==> config.mk <==
export PLATFORM = sky130hd
export DESIGN_NAME = frog_move_ctrl
export DESIGN_NICKNAME = d
export VERILOG_FILES = /design/src/rtl/frogger_pkg.sv /design/src/rtl/frog_key_repeat.sv /design/src/rtl/frog_move_ctrl.sv
export SDC_FILE = /design/constraint.sdc
export NUM_CORES = 1
export LEC_CHECK = 0
export BUFFER_PORTS_ARGS = -buffer_cell sky130_fd_sc_hd__buf_2
export CORE_MARGIN = 8
export CORE_UTILIZATION = 64
export DETAILED_ROUTE_END_ITERATION = 10
export PLACE_DENSITY = 0.88
export SLEW_MARGIN = 20
export SYNTH_ARGS = -nofsm -noshare
export SYNTH_HDL_FRONTEND = slang
export SYNTH_SLANG_ARGS = --single-unit
export TNS_END_PERCENT = 30
==> constraint.sdc <==
create_clock -name i_Clk -period 3.83 [get_ports i_Clk]
set_clock_uncertainty 0.1 [all_clocks]
set_input_delay 0.766 -clock i_Clk [delete_from_list [all_inputs] [get_ports i_Clk]]
set_output_delay 0.766 -clock i_Clk [all_outputs]
set_load 0.02 [all_outputs]
==> src/rtl/frogger_pkg.sv <==
// Shared grid geometry, timing constants, direction codes and FSM states for
// the frog movement logic.
package frogger_pkg;

   localparam int GRID_COLS    = 20;
   localparam int GRID_ROWS    = 15;
   localparam int TILE_PX      = 32;
   localparam int START_COL    = 10;
   localparam int START_ROW    = 14;
   localparam int REPEAT_DELAY = 30;
   localparam int REPEAT_RATE  = 8;
   localparam int MAX_LEVEL    = 9;

   localparam int COL_W  = 5;
   localparam int ROW_W  = 4;
   localparam int LVL_W  = 4;
   localparam int HOLD_W = $clog2(REPEAT_DELAY + 1);
   localparam int RATE_W = $clog2(REPEAT_RATE);

   typedef enum logic [1:0] {
      DIR_UP    = 2'd0,
      DIR_DOWN  = 2'd1,
      DIR_LEFT  = 2'd2,
      DIR_RIGHT = 2'd3
   } dir_e;

   typedef enum logic {
      ST_PLAY = 1'b0,
      ST_GOAL = 1'b1
   } state_e;

endpackage

==> src/rtl/frog_key_repeat.sv <==
// One switch: rising-edge detect plus a frame-tick hold counter that issues
// auto-repeat requests after an initial delay and then at a fixed rate.
module frog_key_repeat
   import frogger_pkg::*;
(
   input  logic clk,
   input  logic rst_n,
   input  logic key,
   input  logic frame_tick,
   output logic req
);

   logic              key_q;
   logic [HOLD_W-1:0] hold_cnt;
   logic [RATE_W-1:0] rate_cnt;
   logic              delay_hit;
   logic              rate_hit;
   logic              held_full;

   assign held_full = (hold_cnt == HOLD_W'(REPEAT_DELAY));
   assign delay_hit = frame_tick && key && (hold_cnt == HOLD_W'(REPEAT_DELAY - 1));
   assign rate_hit  = frame_tick && key && held_full && (rate_cnt == RATE_W'(REPEAT_RATE - 1));
   assign req       = (key && !key_q) || delay_hit || rate_hit;

   // History loads the live switch during reset so a key held across release
   // is not seen as a fresh press.
   always_ff @(posedge clk) begin
      if (!rst_n) begin
         key_q    <= key;
         hold_cnt <= '0;
         rate_cnt <= '0;
      end else begin
         key_q <= key;
         if (!key) begin
            hold_cnt <= '0;
            rate_cnt <= '0;
         end else if (frame_tick) begin
            if (!held_full) begin
               hold_cnt <= hold_cnt + HOLD_W'(1);
            end else if (rate_hit) begin
               rate_cnt <= '0;
            end else begin
               rate_cnt <= rate_cnt + RATE_W'(1);
            end
         end
      end
   end

endmodule

==> src/rtl/frog_move_ctrl.sv <==
// Frame-synchronous frog movement: request priority, one-entry pending move,
// edge clamping, collision respawn and PLAY/GOAL level FSM.
module frog_move_ctrl
   import frogger_pkg::*;
(
   input  logic             i_Clk,
   input  logic             i_Rst_L,
   input  logic             i_Switch_1,
   input  logic             i_Switch_2,
   input  logic             i_Switch_3,
   input  logic             i_Switch_4,
   input  logic             i_Frame_Tick,
   input  logic             i_Collision,
   output logic [COL_W-1:0] o_Frog_Col,
   output logic [ROW_W-1:0] o_Frog_Row,
   output logic [LVL_W-1:0] o_Level,
   output logic             o_Move_Pulse,
   output logic             o_Level_Up
);

   logic [3:0]       req;
   logic             req_vld;
   dir_e             req_dir;

   state_e           state_q, state_d;
   logic [COL_W-1:0] col_q, col_d, nxt_col;
   logic [ROW_W-1:0] row_q, row_d, nxt_row;
   logic [LVL_W-1:0] lvl_q, lvl_d;
   logic             pend_vld_q, pend_vld_d;
   dir_e             pend_dir_q, pend_dir_d;
   logic             coll_q, coll_d;
   logic             move_q, move_d;
   logic             lvl_up_q, lvl_up_d;
   logic             moved;

   frog_key_repeat u_key_left  (.clk(i_Clk), .rst_n(i_Rst_L), .key(i_Switch_1), .frame_tick(i_Frame_Tick), .req(req[0]));
   frog_key_repeat u_key_down  (.clk(i_Clk), .rst_n(i_Rst_L), .key(i_Switch_2), .frame_tick(i_Frame_Tick), .req(req[1]));
   frog_key_repeat u_key_up    (.clk(i_Clk), .rst_n(i_Rst_L), .key(i_Switch_3), .frame_tick(i_Frame_Tick), .req(req[2]));
   frog_key_repeat u_key_right (.clk(i_Clk), .rst_n(i_Rst_L), .key(i_Switch_4), .frame_tick(i_Frame_Tick), .req(req[3]));

   // Later assignments win: up > down > left > right.
   always_comb begin
      req_vld = |req;
      req_dir = DIR_RIGHT;
      if (req[0]) req_dir = DIR_LEFT;
      if (req[1]) req_dir = DIR_DOWN;
      if (req[2]) req_dir = DIR_UP;
   end

   // Clamped target of the pending move; decrements are guarded before subtracting.
   always_comb begin
      nxt_col = col_q;
      nxt_row = row_q;
      case (pend_dir_q)
         DIR_UP:    if (row_q != '0) nxt_row = row_q - ROW_W'(1);
         DIR_DOWN:  if (row_q != ROW_W'(GRID_ROWS - 1)) nxt_row = row_q + ROW_W'(1);
         DIR_LEFT:  if (col_q != '0) nxt_col = col_q - COL_W'(1);
         DIR_RIGHT: if (col_q != COL_W'(GRID_COLS - 1)) nxt_col = col_q + COL_W'(1);
         default:   ;
      endcase
   end

   assign moved = pend_vld_q && ((nxt_col != col_q) || (nxt_row != row_q));

   // NOTE: every signal gets a default first so this block cannot infer latches.
   always_comb begin
      state_d    = state_q;
      col_d      = col_q;
      row_d      = row_q;
      lvl_d      = lvl_q;
      pend_vld_d = pend_vld_q && (state_q == ST_PLAY);
      pend_dir_d = pend_dir_q;
      coll_d     = coll_q || i_Collision;
      move_d     = 1'b0;
      lvl_up_d   = 1'b0;

      if (i_Frame_Tick) begin
         coll_d     = 1'b0;
         pend_vld_d = 1'b0;
         if (coll_q || i_Collision) begin
            col_d   = COL_W'(START_COL);
            row_d   = ROW_W'(START_ROW);
            state_d = ST_PLAY;
         end else if (state_q == ST_GOAL) begin
            col_d    = COL_W'(START_COL);
            row_d    = ROW_W'(START_ROW);
            lvl_d    = (lvl_q == LVL_W'(MAX_LEVEL)) ? '0 : lvl_q + LVL_W'(1);
            lvl_up_d = 1'b1;
            state_d  = ST_PLAY;
         end else if (moved) begin
            col_d  = nxt_col;
            row_d  = nxt_row;
            move_d = 1'b1;
            if (nxt_row == '0) state_d = ST_GOAL;
         end
      end

      // A request on the tick cycle waits for the next tick; GOAL discards requests.
      if (req_vld && (state_q == ST_PLAY) && (state_d == ST_PLAY)) begin
         pend_vld_d = 1'b1;
         pend_dir_d = req_dir;
      end
   end

   always_ff @(posedge i_Clk) begin
      if (!i_Rst_L) begin
         state_q    <= ST_PLAY;
         col_q      <= COL_W'(START_COL);
         row_q      <= ROW_W'(START_ROW);
         lvl_q      <= '0;
         pend_vld_q <= 1'b0;
         pend_dir_q <= DIR_UP;
         coll_q     <= 1'b0;
         move_q     <= 1'b0;
         lvl_up_q   <= 1'b0;
      end else begin
         state_q    <= state_d;
         col_q      <= col_d;
         row_q      <= row_d;
         lvl_q      <= lvl_d;
         pend_vld_q <= pend_vld_d;
         pend_dir_q <= pend_dir_d;
         coll_q     <= coll_d;
         move_q     <= move_d;
         lvl_up_q   <= lvl_up_d;
      end
   end

   assign o_Frog_Col   = col_q;
   assign o_Frog_Row   = row_q;
   assign o_Level      = lvl_q;
   assign o_Move_Pulse = move_q;
   assign o_Level_Up   = lvl_up_q;

endmodule
==> impl_results.rst <==
.. list-table::
   :header-rows: 1

   * - Metric
     - Value
   * - Mapped Area
     - 0.00303 mm2
   * - Horizontal extent of the die
     - 84.8 um
   * - Number of standard cells in the layout, taps in and fillers out
     - 427
   * - Cell at the root of the clock tree
     - sky130_fd_sc_hd__clkbuf_8
   * - Biggest fanout along the worst timing path
     - 9
   * - TritonCTS clock tree
     - built
   * - Worst-Skew Late Latency
     - 0.31 ns
   * - Clock transition at the register clock pins on the worst setup and hold paths after CTS
     - roughly 0.090 ns
   * - Vias
     - 2,561
   * - Die outline height
     - around 85 um
   * - Category of the most critical setup path
     - reg2reg
   * - Total of endpoints with negative setup slack in the final report
     - 0
   * - Net count of the mapped netlist
     - between 300 and 400
   * - Overall global routing resource usage
     - 0.182
   * - Max H-tree Level
     - 2
   * - Buffer count from post-CTS setup fixing
     - 0
   * - First-pass detailed-route iteration total
     - 4
   * - Mapped Cells
     - 353
   * - Global-route wire length before repair
     - 11,000 um
   * - Residual DRC
     - 0
   * - Total wire length after detailed routing
     - 6130 um
   * - Number of cells on the worst hold path
     - 2
   * - Worst path required time
     - 3.94 ns
   * - Number of buffers created by CTS
     - 5
   * - Type of element capturing the critical path
     - flip-flop
   * - Final sum of negative setup slack
     - 0 ns
   * - Number of endpoints with negative hold slack in the final report
     - 0
   * - Post-synth top cells
     - sky130_fd_sc_hd__dfxtp_1, sky130_fd_sc_hd__nor2_1, sky130_fd_sc_hd__nand2_1
   * - Maximum number of pins on one net before global-route repair
     - 17
   * - Worst slew margin
     - 0.652
   * - Count of yosys warnings during synthesis
     - 0
   * - Power density over cell area
     - 318 mW/mm2
   * - Status
     - completed
   * - F_max
     - 389 MHz
   * - Final antenna-violating net count
     - 0
   * - RSZ-0062 raised after global routing
     - no
   * - Count of port buffers added during placement
     - 22
   * - Netlist cell types
     - between 50 and 60
   * - Grt total ovfl
     - 0
   * - # IOs
     - 23
   * - Synthesis-stage register bit count
     - 56
   * - Share of synthesized area occupied by flip-flops and latches
     - 0.371
   * - Antenna Diode Count
     - 0
   * - Final min period
     - 2.57 ns
   * - Crit path DAT
     - roughly 2.7 ns
   * - Leading post-synthesis cells by cell area
     - sky130_fd_sc_hd__dfxtp_1, sky130_fd_sc_hd__ha_1, sky130_fd_sc_hd__nor2_1
   * - Post-DR wirelength/cell
     - 14.4 um
   * - Number of hold-repair buffers added at the cts stage
     - 0
   * - Hold Crit Class
     - reg2reg
   * - Crit path launch type
     - flip-flop
   * - Layout cell share with drive strength beyond 1
     - 0.102
   * - Clock sinks
     - 56
   * - Area added between synthesis and finish
     - 7.28%
   * - Most frequent cell after synthesis
     - sky130_fd_sc_hd__dfxtp_1
   * - Synth area leader
     - sky130_fd_sc_hd__dfxtp_1
   * - Mean number of vias per cell
     - 6.00
   * - Post-synth EDFFs
     - 0
   * - Maximum resistive drop on vdd
     - between 0.2 and 0.25 mV
   * - Actual slew at the worst max-slew pin
     - 0.521 ns
   * - Dpl cells
     - 420
   * - DR iter-0 viols
     - 103
   * - PostCTS Resize Cnt
     - 0
   * - Placer's final routability congestion estimate
     - 0.795
   * - Proportion of synthesized flip-flops having asynchronous set or reset
     - 0
   * - Post-Syn Area per Cell
     - 8.57 um2
   * - Die Footprint
     - 0.00718 mm2
   * - Starting density of the core
     - 0.654
   * - Maximum count of clock buffers along a single path
     - 2
   * - Post-route fraction of the period consumed by the critical path
     - 0.672
   * - Num rows
     - 25
   * - Most instantiated flip-flop cell in the synthesis netlist
     - sky130_fd_sc_hd__dfxtp_1
   * - R2R depth
     - 8
   * - Leak
     - 0.00132 uW
   * - Share of the synthesized area in the top cell type
     - 0.371
   * - Max Cap Violations
     - 0
   * - Detailed Place HPWL
     - 4280 um
   * - CORE AREA
     - 0.00463 mm2
   * - Final net count
     - ~400
   * - Initial antenna violation count
     - 0
   * - Max-slew violations
     - 0
   * - Vias in the first global route
     - 2,505
   * - Overall power after layout
     - 1030 uW
[per-layer routing]
metal	track usage	wire (um)	vias to the layer above	share of wire
li1	-	-	1289	-
met1	0.211	2810	1230	0.46
met2	0.316	3020	30	0.49
met3	0.0439	186	12	0.030
met4	0.0663	118	0	0.019
met5	0	0	-	0
[power by group]
part / internal (uW) / switching (uW) / total [uW]
sequential: 594 / 20.4 / 614
clock: 125 / 177 / 301
combinational: 45.4 / 70.9 / 116
total: 764 / 268 / 1030
[logic make-up after synthesis]
family,Yosys count,synth area share
buf+inv,30,0.0376
flops,56,0.371
compound gates,75,0.171
mux,9,0.0306
xor+xnor,18,0.0521
fa+ha+maj,25,0.103
simple gates,140,0.234
[registers in the layout (all words and copies together) (netlist names), 4 cells and up]
register	count
o_Frog_Col	5
u_key_up.hold_cnt	5
u_key_left.hold_cnt	5
o_Frog_Row	4
u_key_right.hold_cnt	5
o_Level	4
u_key_down.hold_cnt	5
[final timing paths]
path                                              from                endpoint  slack, ns
worst max-delay path                     o_Frog_Row[1]           o_Frog_Col[1]       1.26
worst max register to register           o_Frog_Row[1]           o_Frog_Col[1]       1.26
worst min register to register  u_key_left.rate_cnt[2]  u_key_left.rate_cnt[2]       0.36
worst min-delay path            u_key_left.rate_cnt[2]  u_key_left.rate_cnt[2]       0.36
[per-stage QoR]
step | setup WS (ns) | hold slack (ns) | utilization | instance area, um2
after global routing | 1.10 | 0.398 | 0.701 | 3250
final | 1.26 | 0.364 | 0.701 | 3250
after detailed placement | 1.13 | 0.353 | 0.684 | 3170
after global placement | 1.24 | 0.342 | 0.684 | 3170
after CTS | 1.27 | 0.366 | 0.701 | 3250
after floorplan | 1.35 | 0.336 | - | 3030
[cell usage in the layout, fill, tap and decap left out, types with 2 or more instances in the layout]
cell and count:
sky130_fd_sc_hd__a211o_1 4, sky130_fd_sc_hd__a211oi_1 10, sky130_fd_sc_hd__a21oi_1 23, sky130_fd_sc_hd__a31oi_1 4
sky130_fd_sc_hd__and2_1 3, sky130_fd_sc_hd__and3_1 6, sky130_fd_sc_hd__buf_2 22, sky130_fd_sc_hd__clkbuf_8 5
sky130_fd_sc_hd__dfxtp_1 56, sky130_fd_sc_hd__ha_1 25, sky130_fd_sc_hd__inv_1 21, sky130_fd_sc_hd__mux2_2 2
sky130_fd_sc_hd__mux2i_1 7, sky130_fd_sc_hd__nand2_1 32, sky130_fd_sc_hd__nand2b_1 4, sky130_fd_sc_hd__nand3_1 12
sky130_fd_sc_hd__nand4_1 11, sky130_fd_sc_hd__nor2_1 41, sky130_fd_sc_hd__nor2b_1 7, sky130_fd_sc_hd__nor3_1 7
sky130_fd_sc_hd__nor3b_1 2, sky130_fd_sc_hd__nor4b_1 4, sky130_fd_sc_hd__o211ai_1 2, sky130_fd_sc_hd__o21ai_0 13
sky130_fd_sc_hd__o21ai_1 3, sky130_fd_sc_hd__o22ai_1 2, sky130_fd_sc_hd__or3_1 3, sky130_fd_sc_hd__xnor2_1 7
sky130_fd_sc_hd__xor2_1 11
[worst max-delay path, stage by stage (launching register included)]
cell,delay [ns]
sky130_fd_sc_hd__dfxtp_1,0.51
sky130_fd_sc_hd__inv_1,0.10
sky130_fd_sc_hd__ha_1,0.33
sky130_fd_sc_hd__xnor2_1,0.15
sky130_fd_sc_hd__a211oi_2,0.35
sky130_fd_sc_hd__o21ai_1,0.12
sky130_fd_sc_hd__a21oi_2,0.42
sky130_fd_sc_hd__nand2_1,0.10
sky130_fd_sc_hd__a221o_1,0.29
[final cells by class]
type | instances | area [um2]
clock inverters | 1 | 5.00
inverters | 21 | 78.8
multi-input cells | 267 | 1790
flip-flops and latches | 56 | 1120
clock buffers | 6 | 72.6
repair buffers | 22 | 110
well taps | 54 | 67.6
fillers | 391 | 1380
Note: power is estimated with default switching activity, not from simulation.
